$ cat src/rtl/serial_arith_pkg.sv
// Shared definitions for the bit-serial arithmetic blocks (adder/subtractor):
// state encodings, state width and default decoy encodings.
package serial_arith_pkg;

  localparam int STATE_W = 3;

  typedef enum logic [STATE_W-1:0] {
    ST_IDLE = 3'd0,
    ST_SUB  = 3'd1,
    ST_DONE = 3'd2
  } state_t;

  localparam logic [STATE_W-1:0] DEF_DECOY0 = 3'd3;
  localparam logic [STATE_W-1:0] DEF_DECOY1 = 3'd4;

endpackage

$ cat src/rtl/bit_sub_cell.sv
// Combinational one-bit full subtractor: d = a - b - bin, bout = borrow out.
module bit_sub_cell (
  input  logic a,
  input  logic b,
  input  logic bin,
  output logic d,
  output logic bout
);

  assign d    = a ^ b ^ bin;
  assign bout = (~a & b) | (~(a ^ b) & bin);

endmodule

$ cat src/rtl/sub_serial.sv
// Bit-serial subtractor: loads masked operands, subtracts LSB-first one bit per
// clock and shifts the difference into out; decoy state encodings are defined but unreachable.
module sub_serial
  import serial_arith_pkg::*;
#(
  parameter int                 WIDTH  = 8,
  parameter logic [WIDTH-1:0]   A_MASK = '0,
  parameter logic [WIDTH-1:0]   B_MASK = '0,
  parameter logic [STATE_W-1:0] DECOY0 = DEF_DECOY0,
  parameter logic [STATE_W-1:0] DECOY1 = DEF_DECOY1
) (
  input  logic             clk,
  input  logic             rst,
  input  logic             en,
  input  logic [WIDTH-1:0] a,
  input  logic [WIDTH-1:0] b,
  output logic [WIDTH-1:0] out,
  output logic             borrow_out,
  output logic             busy,
  output logic             done
);

  localparam int CNT_W = $clog2(WIDTH);
  localparam logic [CNT_W-1:0] LAST = CNT_W'(WIDTH - 1);

  logic [STATE_W-1:0] state;
  logic [STATE_W-1:0] next_state;
  logic [WIDTH-1:0]   a_reg;
  logic [WIDTH-1:0]   b_reg;
  logic               borrow;
  logic [CNT_W-1:0]   count;
  logic               d_bit;
  logic               bout_bit;

  logic in_sub;
  logic in_d0;
  logic in_d1;
  logic load;
  logic last;

  assign in_sub = (state == ST_SUB);
  assign in_d0  = (state == DECOY0);
  assign in_d1  = (state == DECOY1);
  assign load   = en && ((state == ST_IDLE) || (state == ST_DONE));
  assign last   = in_sub && (count == LAST);

  bit_sub_cell u_cell (
    .a    (a_reg[0]),
    .b    (b_reg[0]),
    .bin  (borrow),
    .d    (d_bit),
    .bout (bout_bit)
  );

  always_ff @(posedge clk or posedge rst) begin
    if (rst) state <= ST_IDLE;
    else     state <= next_state;
  end

  // Unknown encodings fall back to IDLE so a corrupted state self-recovers.
  always_comb begin
    next_state = ST_IDLE;
    case (state)
      ST_IDLE: next_state = en ? ST_SUB : ST_IDLE;
      ST_SUB:  next_state = (count == LAST) ? ST_DONE : ST_SUB;
      ST_DONE: next_state = en ? ST_SUB : ST_DONE;
      DECOY0:  next_state = ST_IDLE;
      DECOY1:  next_state = en ? ST_DONE : ST_IDLE;
      default: next_state = ST_IDLE;
    endcase
  end

  always_comb begin
    busy = (state == ST_SUB);
    done = (state == ST_DONE);
  end

  always_ff @(posedge clk or posedge rst) begin
    if (rst)         a_reg <= '0;
    else if (load)   a_reg <= a ^ A_MASK;
    else if (in_sub) a_reg <= a_reg >> 1;
    else if (in_d0)  a_reg <= a_reg << 1;
  end

  always_ff @(posedge clk or posedge rst) begin
    if (rst)                  b_reg <= '0;
    else if (load)            b_reg <= b ^ B_MASK;
    else if (in_sub || in_d0) b_reg <= b_reg >> 1;
  end

  always_ff @(posedge clk or posedge rst) begin
    if (rst)                 borrow <= 1'b0;
    else if (load || in_d1)  borrow <= 1'b0;
    else if (in_sub)         borrow <= bout_bit;
  end

  always_ff @(posedge clk or posedge rst) begin
    if (rst)                count <= '0;
    else if (load || in_d1) count <= '0;
    else if (in_sub)        count <= count + 1'b1;
  end

  // Difference bits enter at the MSB so the first (LSB) bit lands at out[0] after WIDTH shifts.
  always_ff @(posedge clk or posedge rst) begin
    if (rst)         out <= '0;
    else if (load)   out <= '0;
    else if (in_sub) out <= {d_bit, out[WIDTH-1:1]};
  end

  always_ff @(posedge clk or posedge rst) begin
    if (rst)       borrow_out <= 1'b0;
    else if (last) borrow_out <= bout_bit;
  end

endmodule
$ cat config.mk
export PLATFORM = sky130hd
export DESIGN_NAME = sub_serial
export DESIGN_NICKNAME = d
export VERILOG_FILES = /design/src/rtl/serial_arith_pkg.sv /design/src/rtl/bit_sub_cell.sv /design/src/rtl/sub_serial.sv
export SDC_FILE = /design/constraint.sdc
export NUM_CORES = 1
export LEC_CHECK = 0
export ABC_AREA = 1
export CORE_MARGIN = 5
export CORE_UTILIZATION = 40
export DETAILED_ROUTE_END_ITERATION = 10
export DONT_BUFFER_PORTS = 1
export PLACE_DENSITY = 0.61
export RECOVER_POWER = 25
export SETUP_SLACK_MARGIN = 0.4
export SLEW_MARGIN = 10
export SYNTH_ARGS = -nofsm -noshare
export SYNTH_HDL_FRONTEND = slang
export SYNTH_SLANG_ARGS = --single-unit
$ cat constraint.sdc
create_clock -name clk -period 3.4 [get_ports clk]
set_input_delay 0 -clock clk [delete_from_list [all_inputs] [get_ports clk]]
set_output_delay 0 -clock clk [all_outputs]
set_load 0.02 [all_outputs]
# --- Word level (Yosys, flattened, before mapping) ---
# Cells that the tools add are included.
totals:
  ff_bits: 32
  in_bits: 19
  output_inout_bits: 11
  wordCells: 46
op_classes:
  addsub: 1
  eq_ne: 5
  mux: 16
  n_bitwise: 7
  n_reduce_logical: 10
ops:
  columns: ["operator", "count"]
  rows:
  - ["2-to-1 mux 8 bit", 7]
  - ["case mux 2 bit (4 select lines)", 1]
  - ["== test 3 x 2 -> 1 bit (second input constant)", 2]
  - ["== test 3 bit (second input constant)", 2]
  - ["2-to-1 mux 2 bit", 3]
  - ["2-to-1 mux 3 bit", 2]
  - ["nonzero test 2 bit", 3]
  - ["adder 3 x 1 -> 3 bit (second input constant)", 1]
  - ["== test 3 x 1 -> 1 bit (second input constant)", 1]
  - ["zero test 3 bit", 1]
  - ["logical OR 1 bit", 3]
  - ["2-to-1 mux 1 bit", 3]
  - ["nonzero test 3 bit", 1]
  - ["bitwise AND 1 bit", 2]
  - ["logical AND 1 bit", 2]
  - ["inverter 1 bit", 2]
  - ["bitwise XOR 1 bit", 2]
  - ["bitwise OR 1 bit", 1]

# --- Longest topological paths before layout ---
# Gate-level depths: netlist of the first run.
logic_depth:
  depth_word: 6
  ltp_mapped: 6
  depth_no_buf: 5

# --- Hierarchy ---
# From an unflattened synthesis of the first run, not the netlist that was laid out.
hier_totals:
  cells_unflattened: 193
  area_unflattened_um2: 1560.2
modules_own_cells:
  columns: ["mod", "n_inst", "cells_per_inst", "area_per_inst_um2", "seq_area_each_um2"]
  rows:
  - ["sub_serial", 1, 189, 1529.0, 775.7]
  - ["bit_sub_cell", 1, 4, 31.3, 0.0]

# --- Least setup slack after synthesis of the first run ---
# No wires, ideal clock.
synth_path:
  path_kind: "flip-flop to flip-flop"
  from: "reg borrow"
  to: "reg out[7]"
  setup_time_ns: 0.065
  arrival_time_ns: 1.096
  required_ns: 3.335
  path_slack_ns: 2.239
  path_stages_with_launch: 4
  path_buffers: 0
  synth_period_minus_slack_ns: 1.161
  cell_sequence: "dfrtp_1 > fa_1 > or2_1 > nand2_1"
synth_via:
  elab_chain_len: 3
synth_rtl:
  columns: ["item", "line", "text"]
  rows:
  - ["from (decl)", "sub_serial.sv:30", "logic borrow;"]
  - ["from (signal assigned)", "sub_serial.sv:94", "else if (in_sub) borrow <= bout_bit;"]
  - ["bitwise XOR 1 bit", "bit_sub_cell.sv:10", "assign d = a ^ b ^ bin;"]
  - ["2-to-1 mux 8 bit", "sub_serial.sv:107", "else if (in_sub) out <= {d_bit, out[WIDTH-1:1]};"]
  - ["2-to-1 mux 8 bit", "sub_serial.sv:106", "else if (load) out <= '0;"]
  - ["to (signal assigned)", "sub_serial.sv:107", null]
  - ["to (decl)", "sub_serial.sv:17", "output logic [WIDTH-1:0] out,"]
# Every way passes these cells. The select of a mux whose other input is x is not followed.
# A chain may end at the register's enable or synchronous reset.

# --- Worst setup path in the final report of the first run ---
layout_path:
  from: "reg state[0]"
  to: "reg borrow_out"
layout_via:
  elab_chain_len: 2
layout_rtl:
  columns: ["item", "line", "text"]
  rows:
  - ["from (decl)", "sub_serial.sv:26", "logic [STATE_W-1:0] state;"]
  - ["from (signal assigned)", "sub_serial.sv:57", "else state <= next_state;"]
  - ["== test 3 x 1 -> 1 bit", null, null]
  - ["named net busy", "sub_serial.sv:19", "output logic busy,"]
  - ["logical AND 1 bit", "sub_serial.sv:45", "assign last = in_sub && (count == LAST);"]
  - ["to (signal assigned)", "sub_serial.sv:112", "else if (last) borrow_out <= bout_bit;"]
  - ["to (decl)", "sub_serial.sv:18", "output logic borrow_out,"]
# The timed path passes the listed nets, and every way through them passes these cells.

==> results.rst, run 1 <==
.. list-table::
   :header-rows: 1

   * - Metric
     - Value
   * - Average footprint of a synthesized cell
     - about 8.2 um^2
   * - Share of the synthesized netlist area taken by xor and xnor gates
     - 0%
   * - Final Core Density
     - roughly 49%
   * - Synthesized-area fraction occupied by and/or/nand/nor cells
     - 37.2%
   * - CTS buffer count
     - 5
   * - Post-layout minimum cycle time
     - 1.57 ns
   * - Final Cycle Share
     - 46.2%
   * - Sinks on Clock Net
     - 31
   * - Number of search-and-repair iterations in the first detailed-routing pass
     - 4
   * - Horizontal die dimension
     - 72.4 um
   * - Endpoints failing setup
     - 0
   * - Growth of design area from synthesis to finish
     - 17.8%
   * - Worst endpoint required time
     - 3.57 ns
   * - Initial antenna violation count
     - 0
   * - Data arrival time of the critical path
     - 1.74 ns
   * - Floorplan die height
     - 72.4 um
   * - Number of antenna diodes
     - 0
   * - Leakage
     - 0.000976 uW
   * - Top library cells by usage in the layout, fill and taps aside
     - sky130_fd_sc_hd__nand2_1, sky130_fd_sc_hd__nand3_1, sky130_fd_sc_hd__dfrtp_1
   * - Post-detailed-routing wire length
     - around 3200 um
   * - DR DRC count
     - 0
   * - Proportion of synthesized area in mux cells
     - 0%
   * - Initial Utilization
     - 41.9%
   * - Sum of overflow across all layers after global routing
     - 0
   * - Combinational group share of total power
     - 30.0%
   * - Slew HR
     - 20.8%
   * - Fraction of power spent switching nets
     - 40.3%
   * - Total internal power
     - 944 uW
   * - CTS HTree Levels
     - 2
   * - Capturing element type of the critical path
     - flip-flop
   * - Vias after detailed routing
     - 1216
   * - Source-to-sink clock delay at the later pin of the worst-skew pair
     - 0.28 ns
   * - Seq pwr share
     - 46.2%
   * - Pin slew with the least headroom to its limit
     - 1.19 ns
   * - Cell types occupying the most area after synthesis
     - sky130_fd_sc_hd__dfrtp_1, sky130_fd_sc_hd__nand2_1, sky130_fd_sc_hd__nand3_1
   * - Total number of placement rows
     - 22
   * - Maximum number of pins on one net before global-route repair
     - 32
   * - Psw
     - 638 uW
   * - Count of buffers inserted at the top-level ports
     - 0
   * - Overall power consumption
     - 1580 uW
   * - Max Cap Violations
     - 0
   * - Unrepaired setup endpoints after global routing
     - false
   * - Flop and latch count out of synthesis
     - 31
   * - Most common cell after layout, fill and taps aside
     - sky130_fd_sc_hd__nand2_1
   * - Worst clock skew
     - 0.00552 ns
   * - HPWL after detailed placement
     - 2230 um
   * - First DRT Iteration DRCs
     - 62
   * - Share of synthesized cell area in full adder, half adder and majority cells
     - 2.89%
   * - Power density of the placed cells
     - 862 nW/um^2
   * - Avg WL per Cell
     - between 10 and 15 um
   * - Hold violation count in the final report
     - 0
   * - First-pass GRT wire length
     - 5600 um
   * - Synthesized Nets
     - 212
   * - Number of standard cells in the final layout excluding fillers
     - about 260
   * - Top-level I/O count
     - 30
   * - Synth Instances
     - 190
   * - Placed cells
     - 230
   * - Hold Worst Slack
     - 0.391 ns
   * - Root buffer cell
     - sky130_fd_sc_hd__clkbuf_8
   * - Core ar.
     - around 3700 um^2
   * - Clock tree from TritonCTS
     - done
   * - Die ar.
     - ~5200 um^2
   * - Final RePlAce weighted congestion
     - 0.770
   * - Clock-pin slew reported for the worst setup and hold paths after clock tree synthesis
     - 0.07 ns
   * - Clock network fraction of total power
     - 23.8%
   * - Synth Area in Compound Gates
     - 0.643%
   * - Largest family of logic cells by synthesized area
     - simple AND/OR/NAND/NOR gates
   * - Number of antenna-violating nets in the routed design
     - 0
   * - Top cell type's share of synthesized area
     - about 50%
   * - Number of warnings issued by yosys
     - 0
   * - Max clock buf depth
     - 2
   * - Timing-limited maximum frequency
     - 636 MHz
   * - Critical path fanouts, max
     - 17
   * - Layout cells sized above 1
     - 7.21%
   * - Count of different cell masters after synthesis
     - 17
   * - Vias in the first global route
     - 1224
   * - VDD IR-drop max
     - 0.000391 V
   * - Post-CTS repair timing setup buffer count
     - 0
   * - Resized cells post-CTS
     - 0
   * - Type of the worst setup path
     - reg -> reg
   * - Share of the yosys chip area belonging to registers
     - 49.8%
   * - GRT Overall Usage
     - roughly 14%
   * - Post-detailed-route via-to-cell ratio
     - 4.75
   * - Max Transition Viols Final
     - 0
   * - Type of origin of the critical path
     - flip-flop
   * - Net count, final
     - around 230
   * - Total standard cell area after synthesis
     - 1560 um^2
   * - Result of the run
     - finished, final reports clean
   * - Total negative setup slack
     - 0 ns
   * - Cell taking the most area after synthesis
     - sky130_fd_sc_hd__dfrtp_1
   * - Hold Crit Class
     - in -> reg
metrics by stage:
stage               setup WS [ns]  area (um^2)
floorplan                    2.24         1560
global placement             1.86         1540
detailed placement           1.83         1540
CTS                          1.81         1840
global route                 1.65         1840
finish                       1.83         1840
cell type report:
class                   instances  area [um^2]
clock buffers                   6         82.6
well taps                      48         60.1
inverters                      16         67.6
multi-input cells             135          634
flip-flops and latches         31          776
fillers                       380         1880
repair buffers                 18          180
clock inverters                 2         35.0
cells in the mapped netlist:
library cell and instances:
sky130_fd_sc_hd__nor2_8 2, sky130_fd_sc_hd__or2_0 1, sky130_fd_sc_hd__fa_1 1, sky130_fd_sc_hd__nand2_4 2, sky130_fd_sc_hd__buf_4 1, sky130_fd_sc_hd__inv_4 1, sky130_fd_sc_hd__buf_2 1, sky130_fd_sc_hd__buf_6 6
sky130_fd_sc_hd__nand3_1 31, sky130_fd_sc_hd__inv_1 13, sky130_fd_sc_hd__inv_6 1, sky130_fd_sc_hd__inv_2 1, sky130_fd_sc_hd__nand2_1 93, sky130_fd_sc_hd__or2_1 1, sky130_fd_sc_hd__o21ai_0 2, sky130_fd_sc_hd__ha_1 2
sky130_fd_sc_hd__dfrtp_1 31
layer usage:
metal  vias to the layer above  routed length, um  GRT usage, %
li1                        622                  -             -
met1                       561               1370          16.8
met2                        28               1560          21.8
met3                         5                228          5.82
met4                         0                 31          3.89
met5                         -                  0             0
final timing paths:
kind	slack, ns	depth (start not counted)	start	to
max	1.83	5	state[0]	borrow_out
min	0.39	3	b[7]	b_reg[7]
max reg2reg	1.83	5	state[0]	borrow_out
min reg2reg	0.50	2	b_reg[4]	b_reg[4]
max in group asynchronous	2.21	2	rst	a_reg[1]
min in group asynchronous	0.48	2	rst	out[0]
worst max-delay path, cell delays in order, from the launching register on:
cell and delay, ns:
sky130_fd_sc_hd__dfrtp_1 0.84, sky130_fd_sc_hd__inv_6 0.13, sky130_fd_sc_hd__nor2_8 0.27, sky130_fd_sc_hd__nand2_1 0.10
sky130_fd_sc_hd__nand2_1 0.07, sky130_fd_sc_hd__nand2_1 0.05
kinds of logic (layout without fill, tap and decap cells):
group	Yosys count	in the layout
flops	31	31
simple gates	130	130
compound gates	2	2
buf+inv	24	42
fa+ha+maj	3	3
timing repair:
item / in CTS / in global routing
endpoints found under the setup margin: 0 / 0
hold buffers: 18 / 0
endpoints found under the hold margin: 60 / 0
power by group through the flow:
stage                     Clock [uW]  Sequential (uW)  Combinational, uW
after floorplan                    0              658                483
after global placement             0              732                443
after detailed placement           0              741                466
after CTS                        386              735                486
after global routing             404              760                565
final                            376              731                475
Power figures use the tool's default switching activity.
==> inputs of run 2 (changes only) <==
--- a/config.mk
+++ b/config.mk
@@ -10,7 +10,7 @@
 export CORE_UTILIZATION = 40
 export DETAILED_ROUTE_END_ITERATION = 10
 export DONT_BUFFER_PORTS = 1
-export PLACE_DENSITY = 0.61
+export PLACE_DENSITY = 0.63
 export RECOVER_POWER = 25
 export SETUP_SLACK_MARGIN = 0.4
 export SLEW_MARGIN = 10
==> constraint.sdc (replaced) <==
create_clock -name clk -period 1.4 [get_ports clk]
set_input_delay 0 -clock clk [delete_from_list [all_inputs] [get_ports clk]]
set_output_delay 0 -clock clk [all_outputs]
set_load 0.02 [all_outputs]
==> run 2 against run 1 <==
- the flow now finishes with violations (negative hold slack)
- die area did not move
- core utilization rose by 6.0 points
- clock power rose by 89%
- non-clock buffer count rose by 17
- sequential cell count did not move
- final area rose by 12%
- critical path type unchanged
- largest cell class unchanged
==> results.rst, run 2 (synthesized netlist as in run 1, its figures left out) <==
.. list-table::
   :header-rows: 1

   * - Metric
     - Value
   * - Result of the run
     - complete, but fails checks (was finished, final reports clean)
   * - Failing checks
     - negative hold slack
   * - Type of the worst setup path
     - reg -> reg (unchanged)
   * - First DRT Iteration DRCs
     - 72 (was 62)
   * - Initial Utilization
     - 41.9% (unchanged)
   * - CTS HTree Levels
     - 2 (unchanged)
   * - DR DRC count
     - 0 (unchanged)
   * - Post-detailed-route via-to-cell ratio
     - 4.73 (was 4.75)
   * - Critical path, cell by cell
     - inv_2, fa_2, or2_1, nand2_1 (was inv_6, nor2_8, nand2_1, nand2_1, nand2_1)
   * - Standard cell with the maximum stage delay on the critical path
     - sky130_fd_sc_hd__fa_2 (was sky130_fd_sc_hd__dfrtp_1)
   * - Source-to-sink clock delay at the later pin of the worst-skew pair
     - 0.28 ns (about the same)
   * - Initial antenna violation count
     - 0 (unchanged)
   * - Die ar.
     - 5240 um^2 (unchanged)
   * - Clock tree from TritonCTS
     - done (unchanged)
   * - Type of origin of the critical path
     - flip-flop (unchanged)
   * - Pin slew with the least headroom to its limit
     - 0.780 ns (was 1.19 ns)
   * - Final worst-path setup slack
     - 0.190 ns (was 1.83 ns)
   * - Power density of the placed cells
     - 2100 nW/um^2 (was 862 nW/um^2)
   * - Most common cell after layout, fill and taps aside
     - sky130_fd_sc_hd__nand2_1 (unchanged)
   * - Filler cell count in the final layout
     - 365 (was 380)
   * - Worst endpoint required time
     - 1.57 ns (was 3.57 ns)
   * - Final Cycle Share
     - 86.5% (was 46.2%)
   * - GRT Overall Usage
     - 13.5% (was 13.6%)
   * - Post-layout minimum cycle time
     - 1.21 ns (was 1.57 ns)
   * - Endpoints failing setup
     - 0 (unchanged)
   * - Net count, final
     - 248 (was 229)
   * - Layout cells sized above 1
     - 24.3% (was 7.21%)
   * - Floorplan die height
     - 72.4 um (unchanged)
   * - Top-level I/O count
     - 30 (unchanged)
   * - Worst setup timing slack at the placement stage
     - 0.190 ns (was 1.83 ns)
   * - Core ar.
     - 3720 um^2 (unchanged)
   * - Leakage
     - 0.00107 uW (was 0.000976 uW)
   * - Capturing element type of the critical path
     - flip-flop (unchanged)
   * - Growth of design area from synthesis to finish
     - 32.2% (was 17.8%)
   * - Critical path fanouts, max
     - 2 (was 17)
   * - Data arrival time of the critical path
     - 1.39 ns (was 1.74 ns)
   * - CTS buffer count
     - 5 (unchanged)
   * - Max stage delay on crit path
     - 0.55 ns (was 0.84 ns)
   * - HPWL after detailed placement
     - 2140 um (was 2230 um)
   * - Hold Worst Slack
     - -0.195 ns (was 0.391 ns)
   * - Vias in the first global route
     - 1225 (was 1224)
   * - Clock-pin slew reported for the worst setup and hold paths after clock tree synthesis
     - 0.06 ns (was 0.07 ns)
   * - Final standard cell area without fillers
     - 2060 um^2 (was 1840 um^2)
   * - Avg WL per Cell
     - 13.1 um (was 12.5 um)
   * - R2R setup slack
     - 0.19 ns (was 1.83 ns)
   * - Hold violation count in the final report
     - 29 (was 0)
   * - Vias after detailed routing
     - 1296 (was 1216)
   * - Max Cap Violations
     - 0 (unchanged)
   * - Max Transition Viols Final
     - 0 (unchanged)
   * - Post-detailed-routing wire length
     - 3590 um (was 3190 um)
   * - Timing-limited maximum frequency
     - 826 MHz (was 636 MHz)
   * - Number of search-and-repair iterations in the first detailed-routing pass
     - 4 (unchanged)
   * - Sum of overflow across all layers after global routing
     - 0 (unchanged)
   * - Final RePlAce weighted congestion
     - 0.735 (was 0.770)
   * - Worst clock skew
     - 0.00294 ns (was 0.00552 ns)
   * - Top library cells by usage in the layout, fill and taps aside
     - sky130_fd_sc_hd__nand2_1, sky130_fd_sc_hd__nand3_1, sky130_fd_sc_hd__dfrtp_1 (unchanged)
   * - Max clock buf depth
     - 2 (unchanged)
   * - Post-detailed-placement cell area
     - 1580 um^2 (was 1540 um^2)
   * - Total number of placement rows
     - 22 (unchanged)
   * - Total negative setup slack
     - 0 ns (unchanged)
   * - VDD IR-drop max
     - 0.00113 V (was 0.000391 V)
   * - Count of buffers inserted at the top-level ports
     - 0 (unchanged)
   * - First-pass GRT wire length
     - 5560 um (was 5600 um)
   * - Number of antenna-violating nets in the routed design
     - 0 (unchanged)
   * - Slew HR
     - 48.0% (was 20.8%)
   * - Maximum number of pins on one net before global-route repair
     - 32 (unchanged)
   * - Number of antenna diodes
     - 0 (unchanged)
   * - Hold Crit Class
     - in -> reg (unchanged)
   * - Root buffer cell
     - sky130_fd_sc_hd__clkbuf_8 (unchanged)
   * - Unrepaired setup endpoints after global routing
     - true (was false)
   * - Horizontal die dimension
     - 72.4 um (unchanged)
   * - Sinks on Clock Net
     - 31 (unchanged)
run 2: cell types whose count changed in the layout (fill, tap and decap cells not counted), moves of 2 or more:
cell | previous run | this run
sky130_fd_sc_hd__ha_1 | 2 | 0
sky130_fd_sc_hd__nand2_8 | 0 | 2
sky130_fd_sc_hd__dfrtp_2 | 0 | 2
sky130_fd_sc_hd__dfrtp_1 | 31 | 29
sky130_fd_sc_hd__buf_4 | 0 | 14
sky130_fd_sc_hd__buf_6 | 0 | 3
sky130_fd_sc_hd__nand2_1 | 93 | 82
sky130_fd_sc_hd__inv_1 | 13 | 11
sky130_fd_sc_hd__nand3_1 | 31 | 29
sky130_fd_sc_hd__dlygate4sd3_1 | 18 | 16
sky130_fd_sc_hd__nand3_2 | 0 | 2
sky130_fd_sc_hd__nand2_2 | 0 | 10
sky130_fd_sc_hd__inv_8 | 0 | 2
run 2: report_power, final:
group	total [uW]	leakage [uW]	switching, uW	internal (uW)
Combinational	1880	0.000624	998	883
Sequential	1740	0.000395	466	1270
Clock	710	0.0000470	325	385
Total	4330	0.00107	1790	2540
run 2: final timing paths:
kind	start	endpoint	cells after the start
worst max register to register	a_reg[0]	out[7]	4
worst max-delay path	a_reg[0]	out[7]	4
worst min-delay path	en	state[1]	1
max in group asynchronous	rst	state[0]	3
min in group asynchronous	rst	count[0]	3
worst min register to register	b_reg[7]	b_reg[7]	2
run 2: timing repair:
item,4_1_cts,5_1_grt
endpoints found under the setup margin,33,27
hold endpoints to repair,51,24
gates cloned,1,1
pin swaps,5,28
hold buffers,15,1
resized for setup,7,26
setup buffers,4,10
run 2: cell type report:
| class | instances | area, um^2 | share of cell area [%] |
|---|---|---|---|
| Clock inverter | 1 | 5.00 | 0.243 |
| Tap cell | 48 | 60.1 | 2.92 |
| Timing Repair Buffer | 35 | 319 | 15.5 |
| Clock buffer | 6 | 82.6 | 4.01 |
| Sequential cell | 31 | 778 | 37.8 |
| Inverter | 16 | 80.1 | 3.89 |
| Multi-Input combinational cell | 137 | 734 | 35.7 |
run 2: worst max-delay path: cells and delay by family (launching register included):
family        cells  cell delay, ns
fa+ha+maj         1            0.55
buf+inv           1            0.05
flops             1            0.37
simple gates      2            0.14
run 2: per-stage QoR:
stage                     power (uW)  utilization, %  hold WS (ns)  cells
after global placement          2970            42.5       0.00111    235
final                           4330            55.4        -0.195    274
after CTS                       3920            50.7        -0.178    262
after detailed placement        3000            42.5       0.00576    235
after floorplan                 2780               -         0.104    190
after global routing            4690            55.4        -0.193    274
run 2: routing by layer:
layer	wire, um	track usage [%]	vias up
met2	1780	22.5	25
met3	232	5.26	8
met5	0	0	-
met1	1540	16.1	604
met4	43	3.69	0
li1	-	-	659
==> inputs of run 3 (changes only) <==
--- a/config.mk
+++ b/config.mk
@@ -6,11 +6,12 @@
 export NUM_CORES = 1
 export LEC_CHECK = 0
 export ABC_AREA = 1
+export CORE_ASPECT_RATIO = 1.25
 export CORE_MARGIN = 5
 export CORE_UTILIZATION = 40
 export DETAILED_ROUTE_END_ITERATION = 10
 export DONT_BUFFER_PORTS = 1
-export PLACE_DENSITY = 0.63
+export PLACE_DENSITY = 0.61
 export RECOVER_POWER = 25
 export SETUP_SLACK_MARGIN = 0.4
 export SLEW_MARGIN = 10
==> constraint.sdc (replaced) <==
create_clock -name clk -period 1.55 [get_ports clk]
set_input_delay 0 -clock clk [delete_from_list [all_inputs] [get_ports clk]]
set_output_delay 0 -clock clk [all_outputs]
set_load 0.02 [all_outputs]
==> run 3 against run 2 <==
- fmax down 0.16%
- clock-buffer cell count is the same
- register-to-register slack improved by 0.15 ns
- largest cell class unchanged
- sequential share of layout area up 2.0 points
- the flow still finishes with violations (negative hold slack)
- via count down 3.1%
==> results.rst, run 3 (synthesized netlist as in run 1, its figures left out) <==
.. list-table::
   :header-rows: 1

   * - Metric
     - Value
   * - Result of the run
     - complete, but fails checks (unchanged)
   * - Failing checks
     - negative hold slack (unchanged)
   * - Clock-pin slew reported for the worst setup and hold paths after clock tree synthesis
     - 0.06 ns (about the same)
   * - GRT Overall Usage
     - 13.9% (was 13.5%)
   * - Post-detailed-routing wire length
     - 3290 um (was 3590 um)
   * - Sink of the worst hold path
     - state[0] (was state[1])
   * - Net count, final
     - 245 (was 248)
   * - Placed cells
     - 239 (was 235)
   * - R2R setup slack
     - 0.34 ns (was 0.19 ns)
   * - Die ar.
     - 5250 um^2 (was 5240 um^2)
   * - Initial antenna violation count
     - 0 (unchanged)
   * - Standard cell with the maximum stage delay on the critical path
     - sky130_fd_sc_hd__fa_2 (unchanged)
   * - Number of standard cells in the final layout excluding fillers
     - 277 (was 274)
   * - Max Transition Viols Final
     - 0 (unchanged)
   * - Sinks on Clock Net
     - 31 (unchanged)
   * - CTS HTree Levels
     - 2 (unchanged)
   * - Capturing element type of the critical path
     - flip-flop (unchanged)
   * - Number of antenna-violating nets in the routed design
     - 0 (unchanged)
   * - Top library cells by usage in the layout, fill and taps aside
     - sky130_fd_sc_hd__nand2_1, sky130_fd_sc_hd__nand3_1, sky130_fd_sc_hd__dfrtp_1 (unchanged)
   * - Hold Worst Slack
     - -0.0287 ns (was -0.195 ns)
   * - Worst endpoint required time
     - 1.73 ns (was 1.57 ns)
   * - Critical path, cell by cell
     - inv_2, fa_2, or2_1, nand2_1 (unchanged)
   * - Endpoint of the worst-slack reg-to-reg timing path
     - out[7] (unchanged)
   * - Pin slew with the least headroom to its limit
     - 0.776 ns (was 0.780 ns)
   * - Final RePlAce weighted congestion
     - 0.758 (was 0.735)
   * - Type of the worst setup path
     - reg -> reg (unchanged)
   * - Total number of placement rows
     - 25 (was 22)
   * - Fraction of met3 tracks used by global routing
     - 3.94% (was 5.26%)
   * - Source-to-sink clock delay at the later pin of the worst-skew pair
     - 0.28 ns (about the same)
   * - Post-layout minimum cycle time
     - 1.21 ns (about the same)
   * - Global-route layer with the greatest usage
     - met2 (unchanged)
   * - Unrepaired setup endpoints after global routing
     - true (unchanged)
   * - Maximum number of pins on one net before global-route repair
     - 32 (unchanged)
   * - Sum of overflow across all layers after global routing
     - 0 (unchanged)
   * - Top-level I/O count
     - 30 (unchanged)
   * - Worst clock skew
     - 0.00503 ns (was 0.00294 ns)
   * - Most common cell after layout, fill and taps aside
     - sky130_fd_sc_hd__nand2_1 (unchanged)
   * - Root buffer cell
     - sky130_fd_sc_hd__clkbuf_8 (unchanged)
   * - Data arrival time of the critical path
     - 1.39 ns (about the same)
   * - Max Cap Violations
     - 0 (unchanged)
   * - CTS buffer count
     - 5 (unchanged)
   * - Type of origin of the critical path
     - flip-flop (unchanged)
   * - Growth of design area from synthesis to finish
     - 25.7% (was 32.2%)
   * - HPWL after detailed placement
     - 2110 um (was 2140 um)
   * - Psw
     - 1460 uW (was 1790 uW)
   * - Endpoints failing setup
     - 0 (unchanged)
   * - First DRT Iteration DRCs
     - 83 (was 72)
   * - Avg WL per Cell
     - 11.9 um (was 13.1 um)
   * - Horizontal die dimension
     - 65.8 um (was 72.4 um)
   * - Floorplan die height
     - 79.8 um (was 72.4 um)
   * - Family of cells with the greatest summed delay on the critical path
     - adder cells (unchanged)
   * - Startpoint of the worst-slack reg-to-reg timing path
     - a_reg[0] (unchanged)
   * - Critical path fanouts, max
     - 2 (unchanged)
   * - Combinational group share of total power
     - 39.2% (was 43.5%)
   * - Max stage delay on crit path
     - 0.55 ns (about the same)
   * - Final Core Density
     - 51.7% (was 55.4%)
   * - Final Cycle Share
     - 78.2% (was 86.5%)
   * - Start point of the worst min-delay path
     - en (unchanged)
   * - Hold Crit Class
     - in -> reg (unchanged)
   * - Layout cells sized above 1
     - 16.1% (was 24.3%)
   * - Power density of the placed cells
     - 1830 nW/um^2 (was 2100 nW/um^2)
   * - Hold depth
     - 2 (was 1)
   * - Met1 track demand over resource in global routing
     - 16.0% (was 16.1%)
   * - Total negative setup slack
     - 0 ns (unchanged)
   * - Vias in the first global route
     - 1252 (was 1225)
   * - Fraction of power spent switching nets
     - 40.8% (was 41.3%)
   * - Number of antenna diodes
     - 0 (unchanged)
   * - Critical path buffers and inverters
     - 1 (unchanged)
   * - Vias after detailed routing
     - 1256 (was 1296)
   * - Number of search-and-repair iterations in the first detailed-routing pass
     - 4 (unchanged)
   * - Count of buffers inserted at the top-level ports
     - 0 (unchanged)
   * - Clock tree from TritonCTS
     - done (unchanged)
   * - VDD IR-drop max
     - 0.00114 V (was 0.00113 V)
   * - Overall power consumption
     - 3580 uW (was 4330 uW)
   * - Max clock buf depth
     - 2 (unchanged)
   * - Clock network fraction of total power
     - 17.7% (was 16.4%)
   * - Core ar.
     - 3780 um^2 (was 3720 um^2)
   * - Hold violation count in the final report
     - 11 (was 29)
   * - Post-detailed-route via-to-cell ratio
     - 4.53 (was 4.73)
   * - Initial Utilization
     - 41.2% (was 41.9%)
   * - Fraction of met2 tracks used by global routing
     - 22.6% (was 22.5%)
   * - Timing-limited maximum frequency
     - 825 MHz (was 826 MHz)
   * - DR DRC count
     - 0 (unchanged)
   * - First-pass GRT wire length
     - 5520 um (was 5560 um)
   * - Slew HR
     - 48.3% (was 48.0%)
   * - Seq pwr share
     - 43.1% (was 40.1%)
   * - Total internal power
     - 2120 uW (was 2540 uW)
   * - Path depth of the worst reg2reg path
     - 4 (unchanged)
   * - Leakage
     - 0.00103 uW (was 0.00107 uW)
run 3: changes by cell type in the layout (fill, tap and decap cells not counted), sizes merged:
cell | previous run | this run
nand2 | 96 | 95
buf | 18 | 13
dlygate4sd3 | 16 | 18
nor2 | 3 | 4
run 3: power by group through the flow:
stage | Clock, uW | Sequential, uW | Combinational (uW)
3_3_place_gp | 0 | 1580 | 1070
5_1_grt | 696 | 1590 | 1650
3_5_place_dp | 0 | 1580 | 1090
2_1_floorplan | 0 | 1440 | 1060
6_report | 635 | 1540 | 1400
4_1_cts | 656 | 1540 | 1220
run 3: how the worst max path moves through the flow:
| stage | startpoint | to | slack [ns] | cells after the start |
|---|---|---|---|---|
| floorplan | borrow | out[7] | 0.41 | 3 |
| global placement | state[0] | a_reg[6] | 0.29 | 6 |
| detailed placement | state[0] | a_reg[1] | 0.25 | 6 |
| CTS | borrow | out[7] | 0.34 | 3 |
| global route | a_reg[0] | out[7] | 0.28 | 4 |
| finish | a_reg[0] | out[7] | 0.34 | 4 |
run 3: stage by stage:
step | setup slack (ns) | cell area (um^2)
after floorplan | 0.408 | 1560
after global placement | 0.285 | 1570
after detailed placement | 0.248 | 1570
after CTS | 0.339 | 1840
after global routing | 0.277 | 1960
final | 0.338 | 1960
run 3: final cells by class:
class / instances / area [um^2]
clock buffers: 6 / 82.6
clock inverters: 1 / 5.00
fillers: 367 / 1830
inverters: 16 / 72.6
multi-input cells: 137 / 662
flip-flops and latches: 31 / 778
well taps: 54 / 67.6
repair buffers: 32 / 290
run 3: repair_timing:
| item | CTS | global route |
|---|---|---|
| endpoints found under the hold margin | 61 | 17 |
| setup buffers | 3 | 8 |
| gates cloned | 0 | 2 |
| hold buffers | 16 | 2 |
| resized for setup | 2 | 8 |
| endpoints found under the setup margin | 33 | 23 |
| pin swaps | 1 | 3 |
run 3: layer usage:
metal  vias to the layer above  wire, um
met5                         -         0
met4                         0        81
met3                         8       139
met2                        19      1600
met1                       571      1480
li1                        658         -
run 3: worst reg2reg max path, delay by kind of cell (launching register included):
| family | cells | cell delay (ns) |
|---|---|---|
| adder cells (fa/ha/maj) | 1 | 0.55 |
| flip-flops | 1 | 0.38 |
| AND/OR/NAND/NOR | 2 | 0.13 |
| buffers and inverters | 1 | 0.05 |
